## config.mk

```make
export PLATFORM = sky130hd
export DESIGN_NAME = sym_pack_2to32
export DESIGN_NICKNAME = d
export VERILOG_FILES = /design/src/rtl/sym_pkg.sv /design/src/rtl/sym_pack_2to32_fifo2_reg.sv /design/src/rtl/sym_pack_2to32.sv
export SDC_FILE = /design/constraint.sdc
export NUM_CORES = 1
export LEC_CHECK = 0
export ABC_AREA = 1
export CORE_ASPECT_RATIO = 1.75
export CORE_MARGIN = 2
export CORE_UTILIZATION = 58
export DETAILED_ROUTE_END_ITERATION = 6
export PLACE_DENSITY = 0.77
export SYNTH_ARGS = -nofsm -noshare
export SYNTH_HDL_FRONTEND = slang
export SYNTH_SLANG_ARGS = --single-unit
```

## constraint.sdc

```tcl
create_clock -name clk -period 4 [get_ports clk]
set_clock_uncertainty 0.15 [all_clocks]
set_input_delay 1.2 -clock clk [delete_from_list [all_inputs] [get_ports clk]]
set_output_delay 1.2 -clock clk [all_outputs]
set_load 0.05 [all_outputs]
```

## src/rtl/sym_pkg.sv

```systemverilog
// Shared widths and the buffered word entry for the 2-bit symbol packer.
package sym_pkg;
  localparam int SYM_W         = 2;
  localparam int WORD_W        = 32;
  localparam int SYMS_PER_WORD = WORD_W / SYM_W;
  localparam int CNT_W         = $clog2(SYMS_PER_WORD);
  localparam int LEN_W         = CNT_W + 1;

  typedef struct packed {
    logic [WORD_W-1:0] word;
    logic [LEN_W-1:0]  len;
  } entry_t;
endpackage

```

## src/rtl/sym_pack_2to32_fifo2_reg.sv

```systemverilog
// Two-entry register FIFO with a registered head; push into a full FIFO only
// succeeds when a pop frees a slot on the same edge.
module fifo2_reg #(
  parameter int ENTRY_W = 8
) (
  input  logic               clk,
  input  logic               rst_n,
  input  logic               push_i,
  input  logic [ENTRY_W-1:0] din_i,
  input  logic               pop_i,
  output logic [ENTRY_W-1:0] head_o,
  output logic               valid_o,
  output logic [1:0]         fcnt_o,
  output logic               pushed_o
);
  logic [ENTRY_W-1:0] e0_q, e1_q;
  logic [1:0]         fcnt_q;
  logic               pop_ok, push_ok;

  assign pop_ok  = pop_i && (fcnt_q != 2'd0);
  assign push_ok = push_i && ((fcnt_q != 2'd2) || pop_ok);

  always_ff @(posedge clk or negedge rst_n) begin
    if (!rst_n) begin
      e0_q   <= '0;
      e1_q   <= '0;
      fcnt_q <= 2'd0;
    end else begin
      case ({push_ok, pop_ok})
        2'b10: begin
          if (fcnt_q == 2'd0) e0_q <= din_i;
          else                e1_q <= din_i;
          fcnt_q <= fcnt_q + 2'd1;
        end
        2'b01: begin
          e0_q   <= e1_q;
          fcnt_q <= fcnt_q - 2'd1;
        end
        2'b11: begin
          if (fcnt_q == 2'd1) begin
            e0_q <= din_i;
          end else begin
            e0_q <= e1_q;
            e1_q <= din_i;
          end
        end
        default: ;
      endcase
    end
  end

  assign head_o   = e0_q;
  assign valid_o  = (fcnt_q != 2'd0);
  assign fcnt_o   = fcnt_q;
  assign pushed_o = push_ok;
endmodule

```

## src/rtl/sym_pack_2to32.sv

```systemverilog
// Packs an LSB-first stream of symbols into words, with flush of partial
// words and a two-entry output buffer on a valid/ready word port.
module sym_pack_2to32 #(
  parameter int WORD_W = sym_pkg::WORD_W,
  parameter int SYM_W  = sym_pkg::SYM_W
) (
  input  logic                              clk,
  input  logic                              rst_n,
  input  logic                              en,
  input  logic                              sym_valid,
  input  logic [SYM_W-1:0]                  sym_in,
  output logic                              sym_ready,
  input  logic                              flush,
  output logic                              word_valid,
  input  logic                              word_ready,
  output logic [WORD_W-1:0]                 word_out,
  output logic [$clog2(WORD_W/SYM_W):0]     word_len,
  output logic                              overflow
);
  localparam int SPW     = WORD_W / SYM_W;
  localparam int CW      = $clog2(SPW);
  localparam int LW      = CW + 1;
  localparam int ENTRY_W = WORD_W + LW;

  logic [WORD_W-1:0]  asm_q, asm_d, asm_mrg;
  logic [CW-1:0]      cnt_q, cnt_d;
  logic               ovf_q, ovf_d;
  logic [1:0]         fcnt;
  logic               sym_acc, flush_acc, word_done, push, pushed;
  logic [LW-1:0]      push_len;
  logic [ENTRY_W-1:0] head;

  assign sym_ready = !((fcnt == 2'd2) && (cnt_q != '0));
  assign sym_acc   = en && sym_valid && sym_ready;
  assign flush_acc = en && flush && sym_ready;
  assign word_done = sym_acc && (cnt_q == CW'(SPW - 1));
  assign push      = word_done || (flush_acc && ((cnt_q != '0) || sym_acc));
  assign push_len  = word_done ? LW'(SPW) : ({1'b0, cnt_q} + LW'(sym_acc));

  always_comb begin
    asm_mrg = asm_q;
    if (sym_acc) asm_mrg[int'(cnt_q)*SYM_W +: SYM_W] = sym_in;
  end

  // A flush with a lone symbol into a full, non-popping buffer cannot push;
  // the symbol is kept as the start of the next word instead.
  always_comb begin
    asm_d = asm_q;
    cnt_d = cnt_q;
    ovf_d = ovf_q;
    if (en && sym_valid && !sym_ready) ovf_d = 1'b1;
    if (pushed) begin
      asm_d = '0;
      cnt_d = '0;
    end else if (sym_acc) begin
      asm_d = asm_mrg;
      cnt_d = cnt_q + CW'(1);
    end
  end

  always_ff @(posedge clk or negedge rst_n) begin
    if (!rst_n) begin
      asm_q <= '0;
      cnt_q <= '0;
      ovf_q <= 1'b0;
    end else begin
      asm_q <= asm_d;
      cnt_q <= cnt_d;
      ovf_q <= ovf_d;
    end
  end

  fifo2_reg #(.ENTRY_W(ENTRY_W)) u_fifo (
    .clk      (clk),
    .rst_n    (rst_n),
    .push_i   (push),
    .din_i    ({asm_mrg, push_len}),
    .pop_i    (word_ready),
    .head_o   (head),
    .valid_o  (word_valid),
    .fcnt_o   (fcnt),
    .pushed_o (pushed)
  );

  assign word_out = head[ENTRY_W-1:LW];
  assign word_len = head[LW-1:0];
  assign overflow = ovf_q;
endmodule

```

[Word level (Yosys, flattened, before mapping)]
Cells that the tools add are included.
Storage, ports and cells
  bits in registers: 113
  bits in latches: 0
  memory bits (writable): 0
  memory bits (read-only): 0
  output and inout bits: 40
  word-level logic and storage cells: 60
  memories: 0
Cells by class
  add/sub/neg operators: 5
  $mul: 0
  div/mod/pow operators: 0
  order comparisons: 0
  eq/ne operators: 10
  shifts and indexed selects: 2
  mux-type cells: 14
  bitwise operators: 0
  reduce and logical (&&, ||, !) cells: 23
Operators with widths (number)
  $mux W37: 4
  $pmux W37 S3: 1
  $mux W32: 3
  $pmux W37 S2: 1
  $neg A5 Y33: 1
  $shift A2 B33 Y32 const A: 1
  $shiftx A2 B33 Y32: 1
  $bwmux W32: 1
  $logic_and A1 B1 Y1: 10
  $mux W4: 2
  $reduce_bool A2 Y1: 4
  $eq A2 B2 Y1 const B: 3
  $ne A2 B2 Y1 const B: 3
  $add A4 B1 Y5: 1
  $mux W5: 1
  $add A4 B1 Y4 const B: 1
  $eq A2 B1 Y1 const B: 2
  $eq A4 B4 Y1 const B: 1
  $pmux W2 S2: 1
  $reduce_bool A4 Y1: 1
  $logic_or A1 B1 Y1: 3
  $reduce_and A3 Y1: 1
  $reduce_bool A3 Y1: 1
  $add A2 B1 Y2 const B: 1
  other kinds (5): 5

[Logic depth before layout (Yosys ltp)]
Gate-level depths: netlist of run 1.
  word-level depth: 11
  mapped depth: 18
  gate-level depth less buffers: 16

[Hierarchy]
Synthesis of run 1 repeated with hierarchy kept, for this count alone.
Second synthesis, totals
  cell total of the unflattened synthesis: 811
  area total of the unflattened synthesis: 5936.9 um^2
Modules (own cells, without submodules)
  fifo2_reg: instances 1, cells each 503, area each 3749.8 um^2
  sym_pack_2to32: instances 1, cells each 308, area each 2187.1 um^2

[Least setup slack after synthesis of run 1]
Ideal clock, no wire load.
  path type: input port to flip-flop
  start point: input port en
  end point: register u_fifo.e0_q[33], in the netlist u_fifo.head_o[33]
  arrival time: 3372 ps
  data required time: 3773 ps
  slack: 401 ps
  stages on the path: 15
  path through: nand2_1 -> inv_1 -> nand3_4 -> nand2_2 -> nand2_1 -> inv_2 -> buf_2 -> ha_1 -> inv_1 -> or2_2 -> a21oi_2 -> buf_2 -> nand2_1 -> a21boi_0 -> a21oi_1
On the way
  word-level cells in the longest chain between the ends: 9
  elaborated cells on any way between the ends: 19
  classes of those cells: eq/ne: 4; mux: 4; reduce/logical: 11
RTL lines
  from (decl): line sym_pack_2to32.sv:9  | input logic en,
  $logic_and A1 B1 Y1 (2 in a row): line sym_pack_2to32.sv:34  | assign sym_acc = en && sym_valid && sym_ready;
  $logic_or A1 B1 Y1: line sym_pack_2to32.sv:37  | assign push = word_done || (flush_acc && ((cnt_q != '0) || sym_acc));
  $logic_and A1 B1 Y1: line sym_pack_2to32.sv:37
  $logic_or A1 B1 Y1: line sym_pack_2to32.sv:37
  $logic_and A1 B1 Y1: line sym_pack_2to32_fifo2_reg.sv:21  | assign push_ok = push_i && ((fcnt_q != 2'd2) || pop_ok);
  $eq A2 B2 Y1 or $eq A2 B1 Y1 (tied branches): line sym_pack_2to32_fifo2_reg.sv:29  | case ({push_ok, pop_ok})
  $ne A2 B1 Y1 (no line) or $reduce_bool A3 Y1 (tied branches)
  $reduce_and A2 Y1 (no line)
  to (signal assigned): line sym_pack_2to32_fifo2_reg.sv:31  | if (fcnt_q == 2'd0) e0_q <= din_i;
  to (signal assigned): line sym_pack_2to32_fifo2_reg.sv:36  | e0_q <= e1_q;
  to (signal assigned): line sym_pack_2to32_fifo2_reg.sv:41  | e0_q <= din_i;
  to (decl): line sym_pack_2to32_fifo2_reg.sv:16  | logic [ENTRY_W-1:0] e0_q, e1_q;
Several ways; a longest one is shown, not always the timed one. The select of a mux whose other input is x is not followed.
A chain may end at the register's enable or synchronous reset.

[Worst setup path in the final report of run 1]
  start point: register cnt_q[0]
  end point: output port sym_ready
On the way
  word-level cells in the longest chain between the ends: 3
RTL lines
  from (decl): line sym_pack_2to32.sv:26  | logic [CW-1:0] cnt_q, cnt_d;
  from (signal assigned): line sym_pack_2to32.sv:68  | cnt_q <= cnt_d;
  $reduce_bool A4 Y1: line sym_pack_2to32.sv:33  | assign sym_ready = !((fcnt == 2'd2) && (cnt_q != '0));
  $logic_and A1 B1 Y1: line sym_pack_2to32.sv:33
  $logic_not A1 Y1: line sym_pack_2to32.sv:33
  to (decl): line sym_pack_2to32.sv:12  | output logic sym_ready,
No other way between the ends.

==> results.txt, run 1 <==
----------------------------------------------------
[GRT]
  Number of global-route vias before repair ... 4766
  Pin count of the biggest net entering global routing ... 75
  Tot GR Track Use ... 27.6%
  Antenna violations before repair ... 0
  First-pass GRT wire length ... 22600 µm
  Global route overflow ... 0

[Floorplanning]
  Core area ... 9470 µm²
  Chip width ... 78.4 µm
  Die height ... 134 µm
  Number of rows created at floorplan ... 47
  Boundary Pins ... 48
  Initial core utilization ... 59.4%
  Die footprint ... 10500 µm²

[Cells and area]
  Post-layout net count ... 788
  Post-layout instance count excluding filler cells ... 904
  Share of cells above drive strength 1 ... 9.08%
  Final-layout fill cell count ... 702
  Synth-to-Final Area Change ... 22.8%
  Storage cell area ... 2830 µm²
  ANT cells ... 0
  Total area of multi-input combinational cells ... 2360 µm²

[Timing]
  F_max ... 259 MHz
  Final setup vio count ... 0
  Final worst slack ... 0.138 ns
  Slew headroom ... 45.5%
  Final worst-path cycle share ... 96.5%
  Number of hold-slack violations in the final timing report ... 0
  Number of max-slew violations in the final report ... 0
  Unrepaired setup endpoints after global routing ... no
  Transition at the pin with the smallest max-transition slack ... 0.818 ns
  Shortest period the worst path allows ... 3.86 ns
  Final sum of negative setup slack ... 0 ns

[Clocking]
  Clock buffer count from CTS ... 17
  CTS root buf ... clkbuf_16
  Clock transition at the registers of the reported paths ... 0.05 ns
  Quantity of hold-fixing buffers added after cts ... 0
  Worst-Skew Late Latency ... 0.41 ns
  Clock tree from TritonCTS ... done
  Sinks on Clock Net ... 113
  Longest Clk Path Bufs ... 2
  Post-CTS sizing ... 0
  H-tree Lvls ... 4
  Setup Fix Bufs, Post-CTS ... 0

[Drt]
  Detailed-route wire length ... 13200 µm
  Routed vias ... 4859
  Wire length per cell ... 14.6 µm
  Router iterations before antenna repair ... 5
  First-iteration detailed-routing DRC count ... 445
  DR vias/cell ... 5.38
  Residual DRC count ... 0
  Count of nets left with antenna violations after detail routing ... 0

[Logic synthesis]
  Synth Area per Inst ... 7.82 µm²
  Netlist area before placement ... 5620 µm²
  Synth warn ... 0
  Part of the Yosys area used for sequential elements ... 50.3%
  Flip-flop and latch count after synthesis ... 113
  Distinct cells, synth ... 34
  Net count after synthesis ... 738
  Cells after Synth ... 719

[Status]
  Status ... complete, no violations

[Power and ir drop]
  Leakage Power ... 3.41 nW
  Areal power density over the cells ... 840 nW/µm²
  Worst voltage drop across the vdd grid ... 0.631 mV
  Total Power ... 5.80 mW

[Hold path]
  Worst hold path type ... reg -> reg

[Placed design]
  # placed instances ... 872
  Worst setup timing slack at the placement stage ... 0.101 ns
  Final HPWL DP ... 8670 µm
  Quantity of I/O buffers inserted on ports ... 47
  Final estimated routing congestion in global placement ... 0.910

[Setup path]
  WS Path Type ... reg -> out
  Data arrival time of the critical path ... 2.51 ns
  Data required time at the worst endpoint ... 2.65 ns
  Worst setup EP type ... output pin
  Largest fanout on the critical path ... 9
  Startpoint class of the critical path ... flip-flop

[Flow run]
  Max Cap Viol ... 0

----------------------------------------------------
## area by class of cell
| cell class | count | area share [%] |
|---|---|---|
| clock buffer | 23 | 7.35 |
| clock inverter | 9 | 2.52 |
| inverter | 76 | 4.13 |
| multi-input combinational | 502 | 34.2 |
| sequential | 113 | 40.9 |
| tap | 122 | 2.21 |
| timing repair buffer | 59 | 8.62 |
## power by group
group / total, mW / internal (mW) / switching (mW) / leakage [nW]
registers: 1.70 / 1.49 / 0.211 / 1.52
logic: 2.38 / 0.712 / 1.67 / 1.56
clock network: 1.72 / 1.20 / 0.521 / 0.339
## cells in the final DEF (no fill, tap or decap), drive strengths merged
master / synthesis / final
nand2: 241 / 241
dfrtp: 113 / 113
nor2: 76 / 76
inv: 75 / 75
nand3: 65 / 65
o21ai: 55 / 55
clkdlybuf4s50: 0 / 46
clkbuf: 14 / 23
a21oi: 13 / 13
buf: 14 / 13
a31oi: 11 / 11
ha: 11 / 11
a21boi: 8 / 8
nor3: 6 / 6
bufinv: 0 / 5
clkinv: 1 / 5
nand4: 4 / 4
o211ai: 4 / 4
xnor2: 2 / 2
xor2: 2 / 2
nand3b: 1 / 1
or2: 1 / 1
a22o: 1 / 1
o21bai: 1 / 1
## cell usage after synthesis, drive strengths merged
master | number | area [µm²]
nand2 | 241 | 940
dfrtp | 113 | 2830
nor2 | 76 | 303
inv | 75 | 282
nand3 | 65 | 350
o21ai | 55 | 275
buf | 14 | 95.1
clkbuf | 14 | 52.6
a21oi | 13 | 68.8
a31oi | 11 | 68.8
ha | 11 | 138
a21boi | 8 | 60.1
nor3 | 6 | 40.0
nand4 | 4 | 25.0
o211ai | 4 | 30.0
xnor2 | 2 | 17.5
xor2 | 2 | 17.5
a22o | 1 | 8.76
clkinv | 1 | 3.75
nand3b | 1 | 7.51
o21bai | 1 | 7.51
or2 | 1 | 6.26
## path summary, 6_finish.rpt
check,endpoint,slack (ns),cells past startpoint,startpoint
worst max-delay path,sym_ready,0.14,5,cnt_q[0]
min in group asynchronous,u_fifo.head_o[36],0.73,1,rst_n
worst min register to register,u_fifo.head_o[19],0.33,2,u_fifo.head_o[19]
worst max register to register,u_fifo.head_o[15],0.77,17,cnt_q[0]
max in group asynchronous,u_fifo.head_o[8],2.22,2,rst_n
worst min-delay path,u_fifo.head_o[19],0.33,2,u_fifo.head_o[19]
## registers in the layout, indices dropped and copies added, names as in the netlist
name	count
overflow	1
u_fifo.head_o	37
u_fifo.fcnt_o	2
u_fifo.e1_q	37
cnt_q	4
asm_q	32
## critical path, stage by stage (launching register included)
cell and delay, ns:
dfrtp_1 0.48, inv_1 0.18, ha_1 0.30, nand2_2 0.17
nand2_4 0.14, clkdlybuf4s50_1 0.82
## per-layer routing
metal	GRT usage, %	part of all wire (%)	wire length (µm)	up-vias
li1	-	-	-	2378
met4	13.5	3.2	422	0
met1	33.6	40	5320	2298
met3	5.52	4.0	531	36
met5	0	0	0	-
met2	46.5	52	6900	147
## logic make-up after synthesis
group                      after synthesis  synth area share [%]
xor gates and xnor gates                 4                 0.623
adders and majority gates               11                  2.45
DFF                                    113                  50.3
buffers and inverters                  104                  7.70
AOI/OAI and AO/OA                       93                  9.23
and+or+nand+nor                        394                  29.7
## per-stage QoR
stage | util (%) | hold WS [ns] | instance area, µm²
final | 73.0 | 0.327 | 6910
after global routing | 73.0 | 0.339 | 6910
after CTS | 73.0 | 0.329 | 6910
after detailed placement | 65.8 | 0.314 | 6230
after global placement | 65.8 | 0.308 | 6230
after floorplan | - | 0.303 | 5620
Note: power is estimated with default switching activity, not from simulation.
==> run 2: changes to the inputs <==
- REMOVE_ABC_BUFFERS: unset -> 1
==> results.txt, run 2 (synthesis gave the netlist of run 1 again) <==
----------------------------------------------------
[Status]
  Status ... finished with violations
  Violations in the final reports ... design-rule violations

[Clocking]
  Post-CTS sizing ... 0 (unchanged)
  H-tree Lvls ... 4 (unchanged)
  Setup Fix Bufs, Post-CTS ... 0 (unchanged)
  CTS root buf ... clkbuf_16
  Clock tree from TritonCTS ... done
  Sinks on Clock Net ... 113 (unchanged)
  Clock transition at the registers of the reported paths ... 0.05 ns (about the same)
  Quantity of hold-fixing buffers added after cts ... 0 (unchanged)
  Worst-Skew Late Latency ... 0.41 ns (about the same)
  Longest Clk Path Bufs ... 2 (unchanged)
  Clock buffer count from CTS ... 17 (unchanged)

[GRT]
  Global route overflow ... 0 (unchanged)
  Pin count of the biggest net entering global routing ... 64 (-15%)
  Tot GR Track Use ... 27.1% (-0.47 points)
  First-pass GRT wire length ... 22400 µm (-0.55%)
  Antenna violations before repair ... 0 (unchanged)
  Number of global-route vias before repair ... 5053 (+6.0%)

[Timing]
  Shortest period the worst path allows ... 3.84 ns (-0.0240 ns)
  Final sum of negative setup slack ... 0 ns (unchanged)
  F_max ... 261 MHz (+0.62%)
  Transition at the pin with the smallest max-transition slack ... 0.676 ns (-0.142 ns)
  Slew headroom ... 55.0% (+9.5 points)
  Final worst-path cycle share ... 95.9% (-0.60 points)
  Number of hold-slack violations in the final timing report ... 0 (unchanged)
  Number of max-slew violations in the final report ... 0 (unchanged)
  Final setup vio count ... 0 (unchanged)
  Unrepaired setup endpoints after global routing ... no

[Setup path]
  Largest fanout on the critical path ... 9 (unchanged)
  WS Path Type ... reg -> out
  Startpoint class of the critical path ... flip-flop
  CP max stage cell ... clkdlybuf4s50_1
  Data arrival time of the critical path ... 2.49 ns (-0.02 ns)
  Data required time at the worst endpoint ... 2.65 ns (about the same)
  Kind of cell with the highest combined delay on the critical path ... buffers and inverters
  Worst setup EP type ... output pin
  Critical path cell sequence ... inv_1 -> ha_1 -> nand2_2 -> nand2_4 -> clkdlybuf4s50_1
  Longest individual stage delay on the worst path ... 0.81 ns (about the same)
  Crit path buffers/inverters ... 2 (unchanged)

[Drt]
  Count of nets left with antenna violations after detail routing ... 0 (unchanged)
  Residual DRC count ... 4 (+4)
  First-iteration detailed-routing DRC count ... 464 (+4.3%)
  Detailed-route wire length ... 12800 µm (-2.5%)
  Router iterations before antenna repair ... 7 (+2)
  Wire length per cell ... 14.2 µm (-2.5%)
  DR vias/cell ... 5.40 (+0.51%)
  Routed vias ... 4884 (+0.51%)

[Floorplanning]
  Core area ... 9470 µm² (unchanged)
  Boundary Pins ... 48 (unchanged)
  Die height ... 134 µm (unchanged)
  Chip width ... 78.4 µm (unchanged)
  Initial core utilization ... 59.4% (unchanged)
  Die footprint ... 10500 µm² (unchanged)
  Number of rows created at floorplan ... 47 (unchanged)

[Hold path]
  Worst hold path type ... reg -> reg

[Power and ir drop]
  Leakage Power ... 3.38 nW (-1.1%)
  Areal power density over the cells ... 803 nW/µm² (-4.4%)
  Total Power ... 5.48 mW (-5.6%)
  Worst voltage drop across the vdd grid ... 0.617 mV (-2.3%)

[Cells and area]
  Leading cell type in the layout, fill and taps excluded ... nand2_1
  Storage cell area ... 2830 µm² (unchanged)
  Total area of multi-input combinational cells ... 2360 µm² (unchanged)
  Post-layout net count ... 790 (+0.25%)
  Commonest cells after routing, fill and taps aside ... 233 x nand2_1, 113 x dfrtp_1, 71 x nor2_1
  Share of cells above drive strength 1 ... 8.82% (-0.26 points)
  Final-layout fill cell count ... 747 (+6.4%)
  Synth-to-Final Area Change ... 21.3%
  ANT cells ... 0 (unchanged)

[Placed design]
  Final HPWL DP ... 8750 µm (+0.94%)
  Quantity of I/O buffers inserted on ports ... 47 (unchanged)
  Final estimated routing congestion in global placement ... 0.921 (+1.2%)

[Flow run]
  Max Cap Viol ... 0 (unchanged)

----------------------------------------------------
run 2: worst paths after layout:
check / start / endpoint / slack (ns) / cells after the start
setup reg to reg: cnt_q[0] / u_fifo.head_o[33] / 0.78 / 16
setup / recovery: cnt_q[0] / sym_ready / 0.16 / 5
hold / removal: u_fifo.head_o[35] / u_fifo.head_o[35] / 0.32 / 2
min in group asynchronous: rst_n / u_fifo.e1_q[0] / 0.68 / 1
hold reg to reg: u_fifo.head_o[35] / u_fifo.head_o[35] / 0.32 / 2
max in group asynchronous: rst_n / asm_q[10] / 2.27 / 2
run 2: final cells by class:
class	count	share of cell area [%]
tap	122	2.24
multi-input combinational	502	34.7
clock inverter	6	0.807
sequential	113	41.4
timing repair buffer	61	9.32
clock buffer	24	7.35
inverter	76	4.18
run 2: worst min-delay path, stage by stage, from the launching register on:
cell and delay [ns]:
dfrtp_1 0.34, nand2_1 0.05, nand2_1 0.05
run 2: metrics by stage:
stage                     area, µm²  util [%]  hold slack [ns]  setup WS (ns)  cells
after global routing           6820      72.1            0.353         0.0722    904
after global placement         6270      66.2            0.304          0.234    874
final                          6820      72.1            0.325          0.162    904
after detailed placement       6270      66.2            0.314          0.111    874
after floorplan                5480         -            0.303         -0.128    691
after CTS                      6820      72.1            0.328          0.177    904
run 2: routing by layer:
layer / track usage [%] / vias to the layer above / wire, µm
met2: 46.8 / 149 / 6630
met4: 14.0 / 0 / 350
met5: 0 / - / 0
li1: - / 2378 / -
met1: 31.5 / 2330 / 5320
met3: 5.59 / 27 / 545
run 2: power by group:
| group | switching [mW] | internal [mW] | leakage [nW] | total, mW |
|---|---|---|---|---|
| clock | 0.477 | 0.921 | 0.281 | 1.40 |
| sequential | 0.210 | 1.49 | 1.52 | 1.70 |
| combinational | 1.64 | 0.735 | 1.58 | 2.38 |
| total | 2.33 | 3.15 | 3.38 | 5.48 |
==> run 3: changes to the inputs <==
- HOLD_SLACK_MARGIN: unset -> 0.06
==> results of run 3 <==
Final layout, timing and power as in run 2 (identical DEF).
